File: src/rtl/bram_4096x4_stream_reader_if.sv
// Port bundle for the BRAM stream reader: control, one BRAM port and the output stream.
// Optional OUT_LAST signal is present when BRAM_STREAM_READER_LAST_EN is defined.
// Handshakes: a control request is taken when start=1 and busy=0; a stream beat
// transfers on a rising clk edge where out_valid=1 and out_ready=1, and out_data/out_valid
// hold steady while out_valid=1 and out_ready=0.
interface bram_4096x4_stream_reader_if #(
    parameter int ABITS = 12,
    parameter int DBITS = 4
);
    logic             start;
    logic [ABITS-1:0] base;
    logic [ABITS:0]   len;
    logic             busy;
    logic             done;
    logic [ABITS-1:0] a;
    logic             ce;
    logic             we;
    logic [DBITS-1:0] q;
    logic [DBITS-1:0] out_data;
    logic             out_valid;
    logic             out_ready;
`ifdef BRAM_STREAM_READER_LAST_EN
    logic             out_last;
`endif

    // master: the reader itself; slave: controller, BRAM and stream sink around it
    modport master (
        input  start, base, len, q, out_ready,
        output busy, done, a, ce, we, out_data, out_valid
`ifdef BRAM_STREAM_READER_LAST_EN
        , output out_last
`endif
    );

    modport slave (
        output start, base, len, q, out_ready,
        input  busy, done, a, ce, we, out_data, out_valid
`ifdef BRAM_STREAM_READER_LAST_EN
        , input out_last
`endif
    );
endinterface

File: src/rtl/bram_4096x4_stream_reader.sv
// Reads a wrapping address range from one BRAM port and streams the words out through a
// 3-entry FIFO. Define BRAM_STREAM_READER_LAST_EN to add the out_last end-of-transfer flag.
module bram_4096x4_stream_reader #(
    parameter int ABITS = 12,
    parameter int DBITS = 4
) (
    input  logic                              clk,
    input  logic                              rst,
    bram_4096x4_stream_reader_if.master       bus,
    output logic [1:0]                        dbg_state
);
    typedef enum logic [1:0] {
        IDLE  = 2'd0,
        READ  = 2'd1,
        DRAIN = 2'd2
    } state_t;

    state_t           state, state_n;
    logic [ABITS-1:0] addr;
    logic [ABITS:0]   issue_cnt;
    logic [ABITS:0]   beat_cnt;
    logic             inflight;
    logic             done_r;

    logic [DBITS-1:0] fifo_d   [3];
    logic [DBITS-1:0] fifo_d_n [3];
    logic [1:0]       fifo_cnt, fifo_cnt_n;
    logic [1:0]       wr_idx;

    logic             accept, load, issue, push, pop, last_beat, last_issue;
    logic [2:0]       occupancy;

    // Issue is gated only by registered state, keeping out_ready off the ce/a path.
    assign occupancy  = {1'b0, fifo_cnt} + {2'b00, inflight};
    assign issue      = (state == READ) && (issue_cnt != '0) && (occupancy < 3'd3);
    assign last_issue = issue && (issue_cnt == (ABITS+1)'(1));
    assign accept     = (state == IDLE) && bus.start;
    assign load       = accept && (bus.len != '0);
    assign push       = inflight;
    assign pop        = (fifo_cnt != 2'd0) && bus.out_ready;
    assign last_beat  = pop && (beat_cnt == (ABITS+1)'(1));

    always_ff @(posedge clk) begin
        if (rst) begin
            state <= IDLE;
        end else begin
            state <= state_n;
        end
    end

    always_comb begin
        state_n       = state;
        bus.busy      = 1'b0;
        bus.ce        = 1'b0;
        bus.we        = 1'b0;
        bus.a         = addr;
        bus.done      = done_r;
        bus.out_valid = (fifo_cnt != 2'd0);
        bus.out_data  = fifo_d[0];
        dbg_state     = state;
        unique case (state)
            IDLE: begin
                if (load) state_n = READ;
            end
            READ: begin
                bus.busy = 1'b1;
                bus.ce   = issue;
                if (last_issue) state_n = DRAIN;
            end
            DRAIN: begin
                bus.busy = 1'b1;
                if (last_beat) state_n = IDLE;
            end
            default: begin
                state_n = IDLE;
            end
        endcase
    end

    always_ff @(posedge clk) begin
        if (rst) begin
            addr      <= '0;
            issue_cnt <= '0;
            beat_cnt  <= '0;
            inflight  <= 1'b0;
            done_r    <= 1'b0;
        end else begin
            // A zero-length request completes on the accepting edge with no reads.
            done_r   <= (accept && (bus.len == '0)) || ((state == DRAIN) && last_beat);
            inflight <= issue;
            if (load) begin
                addr      <= bus.base;
                issue_cnt <= bus.len;
                beat_cnt  <= bus.len;
            end else begin
                if (issue) begin
                    addr      <= addr + 1'b1;
                    issue_cnt <= issue_cnt - 1'b1;
                end
                if (pop && (beat_cnt != '0)) begin
                    beat_cnt <= beat_cnt - 1'b1;
                end
            end
        end
    end

    // Shift FIFO: entry 0 is the head; a pop shifts down before the push slot is chosen.
    always_comb begin
        fifo_d_n = fifo_d;
        wr_idx   = fifo_cnt;
        if (pop) begin
            fifo_d_n[0] = fifo_d[1];
            fifo_d_n[1] = fifo_d[2];
            wr_idx      = fifo_cnt - 2'd1;
        end
        if (push) begin
            for (int i = 0; i < 3; i++) begin
                if (wr_idx == 2'(i)) fifo_d_n[i] = bus.q;
            end
        end
        fifo_cnt_n = fifo_cnt + {1'b0, push} - {1'b0, pop};
    end

    always_ff @(posedge clk) begin
        if (rst) begin
            fifo_cnt <= 2'd0;
            for (int i = 0; i < 3; i++) fifo_d[i] <= '0;
        end else begin
            fifo_cnt <= fifo_cnt_n;
            fifo_d   <= fifo_d_n;
        end
    end

`ifdef BRAM_STREAM_READER_LAST_EN
    logic inflight_last;
    logic fifo_t   [3];
    logic fifo_t_n [3];

    always_comb begin
        fifo_t_n = fifo_t;
        if (pop) begin
            fifo_t_n[0] = fifo_t[1];
            fifo_t_n[1] = fifo_t[2];
        end
        if (push) begin
            for (int i = 0; i < 3; i++) begin
                if (wr_idx == 2'(i)) fifo_t_n[i] = inflight_last;
            end
        end
    end

    always_ff @(posedge clk) begin
        if (rst) begin
            inflight_last <= 1'b0;
            for (int i = 0; i < 3; i++) fifo_t[i] <= 1'b0;
        end else begin
            inflight_last <= last_issue;
            fifo_t        <= fifo_t_n;
        end
    end

    assign bus.out_last = (fifo_cnt != 2'd0) && fifo_t[0];
`endif
endmodule

File: src/flat_wrapper.sv
// flat-port wrapper written by rule: the top's interface ports become plain ports
module bram_4096x4_stream_reader_flat 
#(
    parameter int ABITS = 12,
    parameter int DBITS = 4
)
  (clk, rst, dbg_state, bus_start, bus_base, bus_len, bus_q, bus_out_ready, bus_busy, bus_done, bus_a, bus_ce, bus_we, bus_out_data, bus_out_valid);
  bram_4096x4_stream_reader_if #(.ABITS(ABITS), .DBITS(DBITS)) bus_i ();
  input  logic clk;
  input  logic rst;
  output logic [1:0] dbg_state;
  input wire logic [$bits(bus_i.start)-1:0] bus_start;
  input wire logic [$bits(bus_i.base)-1:0] bus_base;
  input wire logic [$bits(bus_i.len)-1:0] bus_len;
  input wire logic [$bits(bus_i.q)-1:0] bus_q;
  input wire logic [$bits(bus_i.out_ready)-1:0] bus_out_ready;
  output wire logic [$bits(bus_i.busy)-1:0] bus_busy;
  output wire logic [$bits(bus_i.done)-1:0] bus_done;
  output wire logic [$bits(bus_i.a)-1:0] bus_a;
  output wire logic [$bits(bus_i.ce)-1:0] bus_ce;
  output wire logic [$bits(bus_i.we)-1:0] bus_we;
  output wire logic [$bits(bus_i.out_data)-1:0] bus_out_data;
  output wire logic [$bits(bus_i.out_valid)-1:0] bus_out_valid;
  assign bus_i.start = bus_start;
  assign bus_i.base = bus_base;
  assign bus_i.len = bus_len;
  assign bus_i.q = bus_q;
  assign bus_i.out_ready = bus_out_ready;
  assign bus_busy = bus_i.busy;
  assign bus_done = bus_i.done;
  assign bus_a = bus_i.a;
  assign bus_ce = bus_i.ce;
  assign bus_we = bus_i.we;
  assign bus_out_data = bus_i.out_data;
  assign bus_out_valid = bus_i.out_valid;
  bram_4096x4_stream_reader #(.ABITS(ABITS), .DBITS(DBITS)) u_core (.clk(clk), .rst(rst), .bus(bus_i), .dbg_state(dbg_state));
endmodule
File: config.mk
export PLATFORM = sky130hd
export DESIGN_NAME = bram_4096x4_stream_reader_flat
export DESIGN_NICKNAME = d
export VERILOG_FILES = /design/src/rtl/bram_4096x4_stream_reader_if.sv /design/src/rtl/bram_4096x4_stream_reader.sv /design/src/flat_wrapper.sv
export SDC_FILE = /design/constraint.sdc
export NUM_CORES = 1
export LEC_CHECK = 0
export BUFFER_PORTS_ARGS = -buffer_cell sky130_fd_sc_hd__buf_2
export CORE_ASPECT_RATIO = 1.5
export CORE_MARGIN = 1.5
export CORE_UTILIZATION = 30
export CTS_BUF_LIST = sky130_fd_sc_hd__clkbuf_4 sky130_fd_sc_hd__clkbuf_8
export CTS_CLUSTER_DIAMETER = 60
export DETAILED_ROUTE_END_ITERATION = 12
export GPL_ROUTABILITY_DRIVEN = 0
export SLEW_MARGIN = 25
export SYNTH_ARGS = -nofsm -noshare
export SYNTH_HDL_FRONTEND = slang
export SYNTH_SLANG_ARGS = --single-unit
File: constraint.sdc
create_clock -name clk -period 4.95 [get_ports clk]
set_clock_uncertainty 0.2 [all_clocks]
set_input_delay 0.7425 -clock clk [delete_from_list [all_inputs] [get_ports clk]]
set_output_delay 0.7425 -clock clk [all_outputs]
set_load 0.02 [all_outputs]
======== Word-level counts from Yosys, hierarchy flattened ========
Cells that the tools add are included.
storage, ports and cells
  register bits after elaboration ......... 56
  bits in latches ......................... 0
  memory bits (writable) .................. 0
  bits in read-only memories .............. 0
  output and inout port bits .............. 23
  logic and storage cells ................. 68
  memories ................................ 0
operators by class
  add/subtract/negate cells ............... 7
  multipliers ............................. 0
  divide/modulo/power cells ............... 0
  order comparisons ....................... 1
  equality and inequality tests ........... 9
  shift-type cells ........................ 0
  multiplexer cells ....................... 18
  bitwise gates (word level) .............. 0
  reductions and logical operators ........ 23
operator list
  operator                                                                       number
  13-bit two-way mux                                                             4
  13-bit nonzero test                                                            3
  12-bit two-way mux                                                             3
  13-bit by 1-bit equality test with 1-bit output (second input constant)        2
  13-bit by 1-bit subtractor with 13-bit output (second input constant)          2
  13-bit zero test                                                               1
  12-bit by 1-bit adder with 12-bit output (second input constant)               1
  4-bit two-way mux                                                              3
  1-bit logical AND                                                              10
  2-bit two-way mux                                                              4
  8-bit two-way mux                                                              1
  2-bit by 1-bit != test with 1-bit output (second input constant)               3
  2-bit case mux with 3 select lines                                             1
  2-bit nonzero test                                                             3
  2-bit by 1-bit equality test with 1-bit output (second input constant)         2
  2-bit equality test (second input constant)                                    2
  2-bit zero test                                                                2
  2-bit by 1-bit adder with 3-bit output                                         1
  3-bit by 2-bit less-than comparator with 1-bit output (second input constant)  1
  3-bit AND reduction                                                            1
  2-bit by 1-bit adder with 2-bit output                                         1
  1-bit two-way mux                                                              2
  2-bit AND reduction                                                            1
  2-bit OR reduction                                                             1
  3 further kinds                                                                3

======== Logic depth before layout (Yosys ltp) ========
  depth after elaboration ................. 6
  gate-level depth with buffers ........... 11
  gate-level depth less buffers ........... 10

======== Worst setup path after synthesis ========
No wires, ideal clock.
  path kind ............................... flip-flop to output port
  start point ............................. register u_core.issue_cnt[0]
  end point ............................... output port bus_ce
  data arrival time ....................... 1811 ps
  slack ................................... 2197 ps
  cell stages (with the launch flop) ...... 7
  path buffers ............................ 1
  path through ............................ dfxtp_1 > inv_1 > ha_1 > nor4b_1 > and4_1 > buf_2 > nor2_1
on the way
  longest elaborated chain between the ends .. 4
RTL lines
  item                            line                             source
  start: declaration              bram_4096x4_stream_reader.sv:20  logic [ABITS:0] issue_cnt;
  start signal: assignment        bram_4096x4_stream_reader.sv:93  issue_cnt <= bus.len;
  start signal: assignment        bram_4096x4_stream_reader.sv:98  issue_cnt <= issue_cnt - 1'b1;
  13-bit nonzero test             bram_4096x4_stream_reader.sv:35  assign issue = (state == READ) && (issue_cnt != '0) && (occupancy < 3'd3);
  1-bit logical AND (2 in a row)  bram_4096x4_stream_reader.sv:35
  1-bit two-way mux               bram_4096x4_stream_reader.sv:61  unique case (state)
  end: declaration                flat_wrapper.sv:20               output wire logic [$bits(bus_i.ce)-1:0] bus_ce;
No other way between the ends.

======== Worst setup path in the final report ========
Ends and elaborated chain as after synthesis.

==> flow_results.org <==
** Worst setup path
- Crit-path max cell delay :: 0.44 ns
- For the worst setup path, the data arrival time is 2.35 ns.
- For the worst setup path, the data required time is 4.01 ns.
- The signal on the critical path passes through inv_1, ha_1, nor4b_1, buf_4, and4_1, nor2_1, buf_2.
- The critical path contains buffers and inverters numbering 3 combined.
- STA classifies the critical path startpoint as a flop.
- Of all nets on the critical path, the largest fanout is 8.
- Path type of the worst setup path :: reg2out
- Grouping stages by cell kind, the critical path spends the most delay in simple AND/OR/NAND/NOR gates.
- The slowest stage of the critical path is the dfxtp_1 cell.
- The worst setup path is captured at an output pin.

** Final layout
- Fill cells in the final layout number 1088.
- The multi-input combinational cells in the finished layout cover a total of 0.00185 mm².
- Layout cells sized above 1 :: 17.1%
- Combined flip-flop and latch cell area :: 0.00112 mm²
- Diode count :: 0
- Nets :: 470
- Cell area after layout :: 0.00355 mm²
- Compared with the post-synthesis result, the final layout area differs by 13.5%.

** STA
- Endpoints failing setup :: 0
- Worst slew slack as a fraction of its limit :: 47.1%
- For the final routed database, the setup TNS stands at 0 ns.
- Setup repair after global routing left no endpoint under its margin.
- Total count of max-transition violations in the final report :: 0
- Static timing analysis puts the maximum clock frequency at 304 MHz.
- The number of hold-slack violations in the final timing report is 0.
- Fin crit share :: between 60 and 70%
- Measured slew at the worst slew-check pin :: 0.786 ns
- For the finished layout, the period the worst path requires is 3.29 ns.

** Run status
- Run status :: finished, final reports clean

** Floorplanning
- The total area inside the core boundary comes to 0.0101 mm².
- Starting density of the core :: 30.9%
- Pin placement for this block handled 56 I/O pins.
- The die is 128 µm tall.
- Row cnt :: 45
- Overall die area :: 0.0111 mm²
- The die is around 86 µm wide.

** CTS
- Root buffer cell :: clkbuf_8
- In this run, post-CTS repair resized a total of 0 instances.
- The clock passes through at most 2 buffers.
- The number of clock buffers added by TritonCTS is 5.
- Post-CTS Setup Repair Bufs :: 0
- Clock tree from TritonCTS :: built
- In this run, post-CTS hold repair placed 0 buffers.
- Num Clock Sinks :: 56
- After clock tree synthesis, the clock-pin slew on the worst setup and hold paths is roughly 0.11 ns.
- For the worst-skew pair, the clock arrives at the later sink with an insertion delay of 0.32 ns.
- The H-tree was split into 2 levels.

** Synth
- Fraction of post-synthesis cell area in the top cell type by area :: 35.8%
- After synthesis the netlist holds a flip-flop and latch count of 56.
- By instance count, the leading cell after synthesis is dfxtp_1.
- Number of synthesized flops with an enable pin :: 0
- Top FF cell, synth :: dfxtp_1
- Synthesized instance count :: 380
- The netlist uses 48 different library cells.
- The cell area that synthesis handed to floorplanning was between 0.003 and 0.004 mm².
- For this run, asynchronously set or reset flops after synthesis account for 0%.
- By count the netlist is led by dfxtp_1, nor2_1, nand2_1.
- Syn_nets :: 429
- Sequential fraction of the synthesis area :: a little over a third
- Syn Area/Cell :: 8.23 µm²
- Sorting the synthesized cells by area gives the leading types as dfxtp_1, xnor2_1, ha_1.
- Synth warnings :: 0
- The biggest area contributor in the post-synthesis netlist is dfxtp_1.

** Detailed routing
- Antenna viol nets, final :: 0
- The detailed router finished its first iteration with 110 violations.
- The pre-antenna-repair detailed-routing pass consisted of 5 iterations.
- Summing over every cut layer, the via total after detailed routing is 2870.
- After detailed routing, the average wire length per cell comes to 14.6 µm.
- After detailed routing, the total wire length is 7870 µm.
- Final routed DRC violation total :: 0
- In the routed layout, each cell is associated on average with a via count of between 5 and 6.

** Global routing
- Total congestion overflow after global routing :: 0
- Largest net degree at the start of global routing :: 37
- The first global-routing pass estimated 13200 µm of wire.
- The number of antenna violations at the first check in global routing is 0.
- Combined global-route utilization of all metal layers :: 14.9%
- Number of global-route vias before repair :: 2728

** Power
- Overall power after layout :: 1.89 mW
- Max rail drop VDD :: between 0.15 and 0.2 mV
- For this design the static power due to leakage is 1.36 nW.
- Power spread over the standard cell area amounts to approximately 530 mW/mm².

** Placed design
- Port buffering added 54 buffers.
- Once placement finished, the instance area stood at around 0.0035 mm².
- The HPWL after detailed placement is 5900 µm.

** Job
- The tool flagged a number of max-cap violations equal to 0.

** Hold path
- The min-delay analysis places its worst path in the category reg2reg.
[kinds of logic (layout without fill, tap and decap cells)]
kind of cell / Yosys count / count (layout) / share of synthesized area, %
AOI/OAI and AO/OA: 86 / 86 / 17.6
xor gates and xnor gates: 29 / 29 / 8.12
adders and majority gates: 16 / 16 / 6.40
buffers and inverters: 37 / 79 / 5.32
DFF: 56 / 56 / 35.8
muxes: 6 / 6 / 1.92
other: 1 / 1 / 0.120
and+or+nand+nor: 149 / 149 / 24.8
[through the flow]
step,hold WS (ns),cells,setup WS (ns),utilization (%)
final,0.284,539,1.66,35.0
after floorplan,0.254,380,2.20,-
after global placement,0.260,531,1.59,34.1
after CTS,0.291,539,1.63,35.0
after detailed placement,0.271,531,1.57,34.1
after global routing,0.304,539,1.41,35.0
[registers in the layout, indices dropped and copies added (netlist names)]
name	flops
u_core.dbg_state	2
u_core.fifo_d	8
u_core.issue_cnt	13
u_core.beat_cnt	13
u_core.bus.out_data	4
u_core.fifo_cnt	2
u_core.bus.a	12
u_core.inflight	1
u_core.bus.done	1
[worst register-to-register path, delay by kind of cell, from the launching register on]
family / cells / cell delay [ns]
AND/OR/NAND/NOR: 3 / 0.88
AO/OA/AOI/OAI: 2 / 0.76
buffers and inverters: 2 / 0.72
flip-flops: 1 / 0.37
adder cells (fa/ha/maj): 1 / 0.21
[area by class of cell]
cell class                      instances  share of cell area [%]
Multi-Input combinational cell        287                    52.1
Timing Repair Buffer                   56                    8.03
Inverter                               15                    1.59
Sequential cell                        56                    31.6
Clock inverter                          2                   0.458
Tap cell                              117                    4.12
Clock buffer                            6                    2.15
[power by group]
part           total, mW  leakage [nW]  switching, mW  internal, mW
registers          0.719         0.461          0.144         0.575
clock network      0.267        0.0448          0.160         0.107
logic              0.908         0.859          0.551         0.357
total               1.89          1.36          0.855          1.04
[layout by cell type (no fill, tap or decap), drive strengths merged, types with 2 or more instances in the layout]
master / n
a31oi: 2
clkbuf: 6
o41ai: 4
xnor2: 23
nand2: 32
clkinv: 2
o21ai: 23
buf: 56
dfxtp: 56
and3: 6
a211oi: 8
nand4: 11
or3: 6
inv: 14
a21oi: 29
nor4: 14
ha: 16
nor4b: 2
nor2: 33
mux2i: 6
or4: 7
nand3b: 3
and4: 2
nand3: 9
xor2: 6
a311oi: 11
o211ai: 2
nor3: 18
[path summary, 6_finish.rpt]
check                 startpoint                endpoint  slack (ns)  depth (start not counted)
max reg2reg   u_core.fifo_cnt[0]  u_core.bus.out_data[1]        1.75                          8
max          u_core.issue_cnt[0]                  bus_ce        1.66                          7
min             u_core.fifo_d[4]  u_core.bus.out_data[0]        0.28                          2
min reg2reg     u_core.fifo_d[4]  u_core.bus.out_data[0]        0.28                          2
[metal layers]
layer,vias up,GRT usage (%),share of wire [%]
li1,1474,-,-
met1,1313,18.8,44
met2,76,25.7,50
met3,7,2.19,4.6
met4,0,5.12,1.8
met5,-,0,0
(Power assumes the default switching activity.)
